**config.mk**
```make
export PLATFORM = sky130hd
export DESIGN_NAME = router_port_rx_flat
export DESIGN_NICKNAME = d
export VERILOG_FILES = /design/src/rtl/router_port_rx_pkg.sv /design/src/rtl/router_port_rx_if.sv /design/src/rtl/router_port_rx_fifo.sv /design/src/rtl/router_port_rx.sv /design/src/flat_wrapper.sv
export SDC_FILE = /design/constraint.sdc
export NUM_CORES = 1
export LEC_CHECK = 0
export BUFFER_PORTS_ARGS = -buffer_cell sky130_fd_sc_hd__buf_4
export CORE_ASPECT_RATIO = 1.75
export CORE_UTILIZATION = 39
export CTS_BUF_LIST = sky130_fd_sc_hd__clkbuf_16
export CTS_CLUSTER_DIAMETER = 30
export DETAILED_ROUTE_END_ITERATION = 8
export GPL_ROUTABILITY_DRIVEN = 0
export PLACE_DENSITY = 0.68
export SETUP_SLACK_MARGIN = 0.5
export SLEW_MARGIN = 20
export SYNTH_ARGS = -nofsm -noshare
export SYNTH_HDL_FRONTEND = slang
export SYNTH_SLANG_ARGS = --single-unit
export TNS_END_PERCENT = 100
```
**constraint.sdc**
```tcl
create_clock -name clock -period 3.2 [get_ports clock]
set_input_delay 0.16 -clock clock [delete_from_list [all_inputs] [get_ports clock]]
set_output_delay 0.16 -clock clock [all_outputs]
set_load 0.02 [all_outputs]
```
**src/rtl/router_port_rx_pkg.sv**
```systemverilog
// Purpose: shared types and constants for the router output-port receiver.
// Latency: n/a (types and constants only).
// Backpressure: n/a.
package router_port_rx_pkg;

    localparam int BYTE_W = 8;

    typedef enum logic {
        IDLE = 1'b0,
        RECV = 1'b1
    } rx_state_e;

    // One assembled byte plus its packet-boundary tags.
    typedef struct packed {
        logic [BYTE_W-1:0] data;
        logic              sop;
        logic              eop;
    } rx_entry_t;

endpackage

```
**src/rtl/router_port_rx_if.sv**
```systemverilog
// Purpose: serial input stream from one router output port plus the byte-stream output side.
// Latency: n/a (signal bundle only).
// Backpressure: out_ready from the consumer stalls the byte stream; the serial side cannot be stalled.
// Modports: master = router/stimulus side (drives serial bits and out_ready),
//           slave  = receiver side (drives the byte stream and status).
interface router_port_rx_if #(
    parameter int LEN_W = 16
);
    import router_port_rx_pkg::*;

    logic              dout;
    logic              valido_n;
    logic              frameo_n;
    logic [BYTE_W-1:0] out_data;
    logic              out_sop;
    logic              out_eop;
    logic              out_valid;
    logic              out_ready;
    logic              pkt_err;
    logic              ovf;
    logic [LEN_W-1:0]  pkt_len;

    modport master (
        output dout, valido_n, frameo_n, out_ready,
        input  out_data, out_sop, out_eop, out_valid, pkt_err, ovf, pkt_len
    );

    modport slave (
        input  dout, valido_n, frameo_n, out_ready,
        output out_data, out_sop, out_eop, out_valid, pkt_err, ovf, pkt_len
    );

endinterface

```
**src/rtl/router_port_rx_fifo.sv**
```systemverilog
// Purpose: small synchronous FIFO of rx_entry_t with fall-through head.
// Latency: a write at edge N is visible on rd_dat_o right after edge N when empty.
// Backpressure: wr_rdy_o low when full unless the head is popped on the same edge.
// Ports: clock/reset_n (async active-low), wr_vld_i/wr_rdy_o/wr_dat_i, rd_vld_o/rd_rdy_i/rd_dat_o.
module router_port_rx_fifo
    import router_port_rx_pkg::*;
#(
    parameter int DEPTH = 4
) (
    input  logic      clock,
    input  logic      reset_n,
    input  logic      wr_vld_i,
    output logic      wr_rdy_o,
    input  rx_entry_t wr_dat_i,
    output logic      rd_vld_o,
    input  logic      rd_rdy_i,
    output rx_entry_t rd_dat_o
);

    localparam int AW = $clog2(DEPTH);

    rx_entry_t   mem_q [DEPTH];
    logic [AW:0] wr_ptr_q;
    logic [AW:0] rd_ptr_q;
    logic        empty;
    logic        full;
    logic        do_wr;
    logic        do_rd;

    // Extra pointer MSB distinguishes full from empty when the indices match.
    assign empty    = (wr_ptr_q == rd_ptr_q);
    assign full     = (wr_ptr_q[AW] != rd_ptr_q[AW]) &&
                      (wr_ptr_q[AW-1:0] == rd_ptr_q[AW-1:0]);
    assign do_rd    = !empty && rd_rdy_i;
    // A pop on the same edge frees the slot, so a full FIFO can still take a write.
    assign wr_rdy_o = !full || do_rd;
    assign do_wr    = wr_vld_i && wr_rdy_o;
    assign rd_vld_o = !empty;
    // Head is forced to zero when empty so the outputs are clean out of reset.
    assign rd_dat_o = empty ? rx_entry_t'('0) : mem_q[rd_ptr_q[AW-1:0]];

    always_ff @(posedge clock or negedge reset_n) begin
        if (!reset_n) begin
            wr_ptr_q <= '0;
            rd_ptr_q <= '0;
        end else begin
            if (do_wr) wr_ptr_q <= wr_ptr_q + (AW+1)'(1);
            if (do_rd) rd_ptr_q <= rd_ptr_q + (AW+1)'(1);
        end
    end

    // Storage needs no reset: it is only read while non-empty.
    always_ff @(posedge clock) begin
        if (do_wr) mem_q[wr_ptr_q[AW-1:0]] <= wr_dat_i;
    end

endmodule

```
**src/rtl/router_port_rx.sv**
```systemverilog
// Purpose: deserialise one router output port (LSB-first) into sop/eop-tagged bytes.
// Latency: byte whose 8th bit is sampled at edge N is on out_* right after edge N (FIFO empty).
// Backpressure: out_ready stalls the byte FIFO; bytes arriving while full are dropped and ovf sticks.
// Ports: clock, reset_n (async active-low), rx (router_port_rx_if.slave: serial in, byte stream out,
//        pkt_err pulse, sticky ovf, pkt_len).
// Option: define ROUTER_PORT_RX_LEN_EN to enable the saturating packet-length counter on pkt_len;
//         otherwise pkt_len is tied to zero.
module router_port_rx
    import router_port_rx_pkg::*;
#(
    parameter int FIFO_DEPTH = 4,
    parameter int LEN_W      = 16
) (
    input  logic            clock,
    input  logic            reset_n,
    router_port_rx_if.slave rx
);

    rx_state_e         state_q;
    logic [2:0]        bit_cnt_q;
    logic [BYTE_W-1:0] shreg_q;
    logic [BYTE_W-1:0] shreg_d;
    logic              sop_pend_q;
    logic              pkt_err_q;
    logic              ovf_q;
    logic              bit_vld;
    logic              byte_done;
    logic              push_rdy;
    rx_entry_t         push_dat;
    rx_entry_t         head;

    assign bit_vld   = !rx.valido_n;
    assign byte_done = (state_q == RECV) && bit_vld && (bit_cnt_q == 3'd7);

    // Shift register with the current bit merged in; bit 7 goes straight into
    // the pushed byte on the completing edge.
    always_comb begin
        shreg_d            = shreg_q;
        shreg_d[bit_cnt_q] = rx.dout;
    end

    // frameo_n high on the completing edge marks the last byte of the packet.
    assign push_dat = {shreg_d, sop_pend_q, rx.frameo_n};

    always_ff @(posedge clock or negedge reset_n) begin
        if (!reset_n) begin
            state_q    <= IDLE;
            bit_cnt_q  <= 3'd0;
            shreg_q    <= '0;
            sop_pend_q <= 1'b0;
            pkt_err_q  <= 1'b0;
            ovf_q      <= 1'b0;
        end else begin
            pkt_err_q <= 1'b0;
            if (byte_done && !push_rdy) ovf_q <= 1'b1;

            case (state_q)
                IDLE: begin
                    if (!rx.frameo_n) begin
                        state_q    <= RECV;
                        sop_pend_q <= 1'b1;
                        if (bit_vld) begin
                            shreg_q   <= shreg_d;
                            bit_cnt_q <= 3'd1;
                        end
                    end
                end
                RECV: begin
                    if (bit_vld) begin
                        shreg_q   <= shreg_d;
                        bit_cnt_q <= bit_cnt_q + 3'd1;
                    end
                    if (byte_done) sop_pend_q <= 1'b0;
                    if (rx.frameo_n) begin
                        // Any end that does not complete a byte is malformed: either a
                        // partial byte is thrown away or the last byte went out without eop.
                        state_q   <= IDLE;
                        bit_cnt_q <= 3'd0;
                        if (!byte_done) pkt_err_q <= 1'b1;
                    end
                end
                default: state_q <= IDLE;
            endcase
        end
    end

    router_port_rx_fifo #(
        .DEPTH (FIFO_DEPTH)
    ) u_fifo (
        .clock    (clock),
        .reset_n  (reset_n),
        .wr_vld_i (byte_done),
        .wr_rdy_o (push_rdy),
        .wr_dat_i (push_dat),
        .rd_vld_o (rx.out_valid),
        .rd_rdy_i (rx.out_ready),
        .rd_dat_o (head)
    );

    assign rx.out_data = head.data;
    assign rx.out_sop  = head.sop;
    assign rx.out_eop  = head.eop;
    assign rx.pkt_err  = pkt_err_q;
    assign rx.ovf      = ovf_q;

`ifdef ROUTER_PORT_RX_LEN_EN
    logic [LEN_W-1:0] len_cnt_q;
    logic [LEN_W-1:0] len_cnt_d;
    logic [LEN_W-1:0] pkt_len_q;

    // Saturating increment; bytes dropped on overflow still count.
    assign len_cnt_d = (&len_cnt_q) ? len_cnt_q : len_cnt_q + LEN_W'(1);

    always_ff @(posedge clock or negedge reset_n) begin
        if (!reset_n) begin
            len_cnt_q <= '0;
            pkt_len_q <= '0;
        end else if (state_q == IDLE) begin
            len_cnt_q <= '0;
        end else if (byte_done) begin
            if (rx.frameo_n) begin
                pkt_len_q <= len_cnt_d;
                len_cnt_q <= '0;
            end else begin
                len_cnt_q <= len_cnt_d;
            end
        end
    end

    assign rx.pkt_len = pkt_len_q;
`else
    assign rx.pkt_len = {LEN_W{1'b0}};
`endif

endmodule

```
**src/flat_wrapper.sv**
```systemverilog
// flat-port wrapper written by rule: the top's interface ports become plain ports
module router_port_rx_flat import router_port_rx_pkg::*;
#(
    parameter int FIFO_DEPTH = 4,
    parameter int LEN_W      = 16
)
  (clock, reset_n, rx_dout, rx_valido_n, rx_frameo_n, rx_out_ready, rx_out_data, rx_out_sop, rx_out_eop, rx_out_valid, rx_pkt_err, rx_ovf, rx_pkt_len);
  router_port_rx_if #(.LEN_W(LEN_W)) rx_i ();
  input  logic clock;
  input  logic reset_n;
  input wire logic [$bits(rx_i.dout)-1:0] rx_dout;
  input wire logic [$bits(rx_i.valido_n)-1:0] rx_valido_n;
  input wire logic [$bits(rx_i.frameo_n)-1:0] rx_frameo_n;
  input wire logic [$bits(rx_i.out_ready)-1:0] rx_out_ready;
  output wire logic [$bits(rx_i.out_data)-1:0] rx_out_data;
  output wire logic [$bits(rx_i.out_sop)-1:0] rx_out_sop;
  output wire logic [$bits(rx_i.out_eop)-1:0] rx_out_eop;
  output wire logic [$bits(rx_i.out_valid)-1:0] rx_out_valid;
  output wire logic [$bits(rx_i.pkt_err)-1:0] rx_pkt_err;
  output wire logic [$bits(rx_i.ovf)-1:0] rx_ovf;
  output wire logic [$bits(rx_i.pkt_len)-1:0] rx_pkt_len;
  assign rx_i.dout = rx_dout;
  assign rx_i.valido_n = rx_valido_n;
  assign rx_i.frameo_n = rx_frameo_n;
  assign rx_i.out_ready = rx_out_ready;
  assign rx_out_data = rx_i.out_data;
  assign rx_out_sop = rx_i.out_sop;
  assign rx_out_eop = rx_i.out_eop;
  assign rx_out_valid = rx_i.out_valid;
  assign rx_pkt_err = rx_i.pkt_err;
  assign rx_ovf = rx_i.ovf;
  assign rx_pkt_len = rx_i.pkt_len;
  router_port_rx #(.FIFO_DEPTH(FIFO_DEPTH), .LEN_W(LEN_W)) u_core (.clock(clock), .reset_n(reset_n), .rx(rx_i));
endmodule
```
==> run_results.csv <==
group,metric,value,unit
outcome,run_status,"completed",
grt,grt_pass1_wl,7330,µm
cells_and_area,num_antenna_cells,0,
grt,use_met1,15.0,%
grt,grt_max_degree,22,
timing,rsz0062_at_grt,"false",
clock_tree,insertion_delay,330,ps
worst_setup_path,reg2reg_depth,5,
cells_and_area,drive_above_1_share,31.9,%
clock_tree,cts-htree-levels,3,
die,core_area,6960,µm²
die,initial_core_util,40.9,%
detailed_routing,viasPerCell,4.81,
die,die_h,115,µm
timing,finalCritPeriodShare,70.6,%
detailed_routing,first_pass_iters,4,
cells_and_area,synthToLayoutAreaGrowth,17.0,%
worst_setup_path,slowest_delay,510,ps
cells_and_area,final_nets,221,
timing,setup_tns,0,ps
timing,setup_violations,0,
die,die_w,66.6,µm
worst_setup_path,worstPathRequired,3160,ps
detailed_routing,routed_wirelength,4470,µm
clock_tree,tritoncts,"yes",
worst_setup_path,critPathBufInv,0,
yosys,synthXorXnorAreaFrac,3.03,%
detailed_routing,drc,0,
yosys,synth.mux.area_fraction,15.2,%
yosys,synth_top_family_by_area,"multiplexers",
worst_setup_path,cp-start-kind,"flip-flop",
timing,period_minus_slack,2260,ps
power_and_ir_drop,p_leak,1.30,nW
cells_and_area,fillers,596,
grt,globalRouteMet2Util,23.2,%
yosys,netlist_instances,182,
yosys,synth_top_cell_area_share,42.2,%
yosys,synth_compound_area_share,4.04,%
worst_setup_path,cp_num_cells,5,
clock_tree,clk_pin_slew_worst_paths,50,ps
power_and_ir_drop,vdd_drop_max,291,µV
yosys,synth.largest_area_cell,"edfxtp_1",
cells_and_area,design_area,3330,µm²
place,dp_hpwl,3160,µm
grt,use_met3,4.46,%
yosys,synth_seq_cells,61,
power_and_ir_drop,powerDensity,856,nW/µm²
cells_and_area,final_core_util,47.9,%
clock_tree,cts.sink_count,61,
hold_path,hold_path.class,"input pin to flip-flop",
die,die-area,7660,µm²
timing,worst_slew_pin_slew,573,ps
detailed_routing,drtAntennaViolNets,0,
clock_tree,cts_buffers,9,
place,dp_cells,280,
worst_setup_path,cp_slowest_cell,"dfrtp_1",
place,port_buffers,18,
yosys,seq_area_frac_synth,60.6,%
worst_setup_path,crit_family,"simple AND/OR/NAND/NOR gates",
cells_and_area,finalNonFillerCells,297,
timing,slew_violations,0,
yosys,synth_area_leaders,"edfxtp_1, dfrtp_1, mux4_2",
flow_run,drv_cap,0,
hold_path,hold_depth,2,
worst_setup_path,crit_type,"flip-flop to flip-flop",
grt,top_usage_layer,"met2",
die,ios,35,
timing,fmax,0.443,GHz
timing,fin_worst_skew,6.62,ps
detailed_routing,num_vias,1429,
yosys,yosysUniqueCellTypes,32,
timing,max_slew_margin,61.8,%
grt,antenna_found_initial,0,
clock_tree,root_buffer,"clkbuf_16",
timing,hold_viol,0,
clock_tree,clk_path_buf_depth,2,
detailed_routing,drtIter0Drc,38,
worst_setup_path,cp_common_cell,"ha_1",
grt,first_global_vias,1419,
yosys,synthSimpleGateAreaFrac,7.64,%
detailed_routing,avgRoutedWirePerCell,15.0,µm
yosys,synthesis.area,2850,µm²
worst_setup_path,crit_path_end_kind,"flip-flop",
yosys,synthAdderAreaFrac,3.08,%
yosys,syn_avg_cell_area,15.6,µm²
worst_setup_path,crit_path_max_fanout,11,
worst_setup_path,cp_cell_sequence,"ha_1 > ha_1 > nand3b_1 > a41oi_4 > and2_1",
die,fp-row-count,40,
grt,grt_remaining_overflow,0,
yosys,yosys_warnings,0,
place,dpl-instance-area,3010,µm²
worst_setup_path,cp.arrival,2220,ps
grt,grt_usage,14.0,%
[cell usage after synthesis]
cell,number
nor3_1,3
a41oi_4,1
and3_1,1
nor3b_1,4
o22ai_1,1
mux2_2,17
edfxtp_1,40
nand3b_1,4
ha_1,7
mux4_2,10
nand2_1,3
and2_1,3
xnor2_1,5
o21ai_0,4
conb_1,1
nor2_2,1
inv_1,7
dfrtp_1,21
mux2_4,1
xor2_1,3
o31ai_2,1
buf_4,17
o311ai_0,1
nand3_1,2
o311ai_2,1
nand2b_1,1
buf_2,5
nor2b_1,12
xor2_2,1
and4_1,1
a22oi_1,2
a31o_2,1
[logic make-up after synthesis]
family / after synthesis
xor gates and xnor gates: 9
buffers and inverters: 29
adders and majority gates: 7
and+or+nand+nor: 35
muxes: 28
other: 1
AOI/OAI and AO/OA: 12
DFF: 61
[where the power goes]
group | internal, mW | switching [mW]
logic | 0.402 | 0.413
clock network | 0.670 | 0.322
registers | 0.965 | 0.0799
total | 2.04 | 0.815
[metrics by stage]
step / setup WS, ps / hold slack [ps] / power, mW
after floorplan: 1180 / -136 / 1.65
after global placement: 1000 / 66.0 / 1.87
after detailed placement: 934 / 66.2 / 1.89
after CTS: 926 / 68.3 / 2.89
after global routing: 770 / 92.8 / 3.00
final: 941 / 82.3 / 2.85
[cell usage in the layout (no fill, tap or decap), drive strengths merged, types with 2 or more instances in the layout]
cell type	instances
clkinv	2
dfrtp	21
mux2	18
o21ai	4
mux4	10
nand3b	4
nor3b	4
and2	3
xnor2	5
buf	21
edfxtp	40
ha	7
xor2	4
bufinv	2
inv	9
nor2b	12
clkbuf	9
nand2	3
nor3	3
conb	16
o311ai	2
a22oi	2
nand3	2
[registers in the layout, indices dropped and copies added, names as in the netlist]
name / flops
u_core.u_fifo.wr_ptr_q: 3
u_core.sop_pend_q: 1
u_core.bit_cnt_q: 3
u_core.state_q: 1
u_core.shreg_q: 8
u_core.u_fifo.rd_ptr_q: 3
u_core.rx.ovf: 1
u_core.rx.pkt_err: 1
u_core.u_fifo.mem_q: 40
[worst paths after layout]
path	start	to	slack, ps
worst max-delay path	u_core.bit_cnt_q[0]$_DFFE_PN0P_	u_core.u_fifo.mem_q[1][4]$_DFFE_PP_	940
worst min-delay path	rx_frameo_n	u_core.state_q$_DFF_PN0_	80
worst max register to register	u_core.bit_cnt_q[0]$_DFFE_PN0P_	u_core.u_fifo.mem_q[1][4]$_DFFE_PP_	940
worst min register to register	u_core.rx.ovf$_DFFE_PN0P_	u_core.rx.ovf$_DFFE_PN0P_	500
max in group asynchronous	reset_n	u_core.shreg_q[0]$_DFFE_PN0P_	2710
min in group asynchronous	reset_n	u_core.u_fifo.rd_ptr_q[2]$_DFFE_PN0P_	260
[what timing repair did]
| action | in CTS | in global routing |
|---|---|---|
| resized for setup | 0 | 0 |
| hold buffers | 1 | 0 |
| setup buffers | 0 | 0 |
| setup endpoints to repair | 0 | 0 |
| hold endpoints to repair | 21 | 0 |
[layout make-up]
| class | instances | area [µm²] | area share [%] |
|---|---|---|---|
| clock inverters | 7 | 83.8 | 2.52 |
| repair buffers | 22 | 168 | 5.03 |
| inverters | 7 | 26.3 | 0.788 |
| clock buffers | 9 | 225 | 6.76 |
| well taps | 84 | 105 | 3.15 |
| multi-input cells | 107 | 998 | 30.0 |
| flip-flops and latches | 61 | 1730 | 51.8 |
[metal layers]
metal / vias to the layer above / share of wire (%)
met5: - / 0
met4: 0 / 2.0
met3: 5 / 3.3
met2: 38 / 55
met1: 697 / 39
li1: 689 / -
[worst register-to-register path, stage by stage, from the launching register on]
cell and delay [ps]:
dfrtp_1 510, ha_1 210, ha_1 160, nand3b_1 210, a41oi_4 310, and2_1 500
Power figures use the tool's default switching activity.
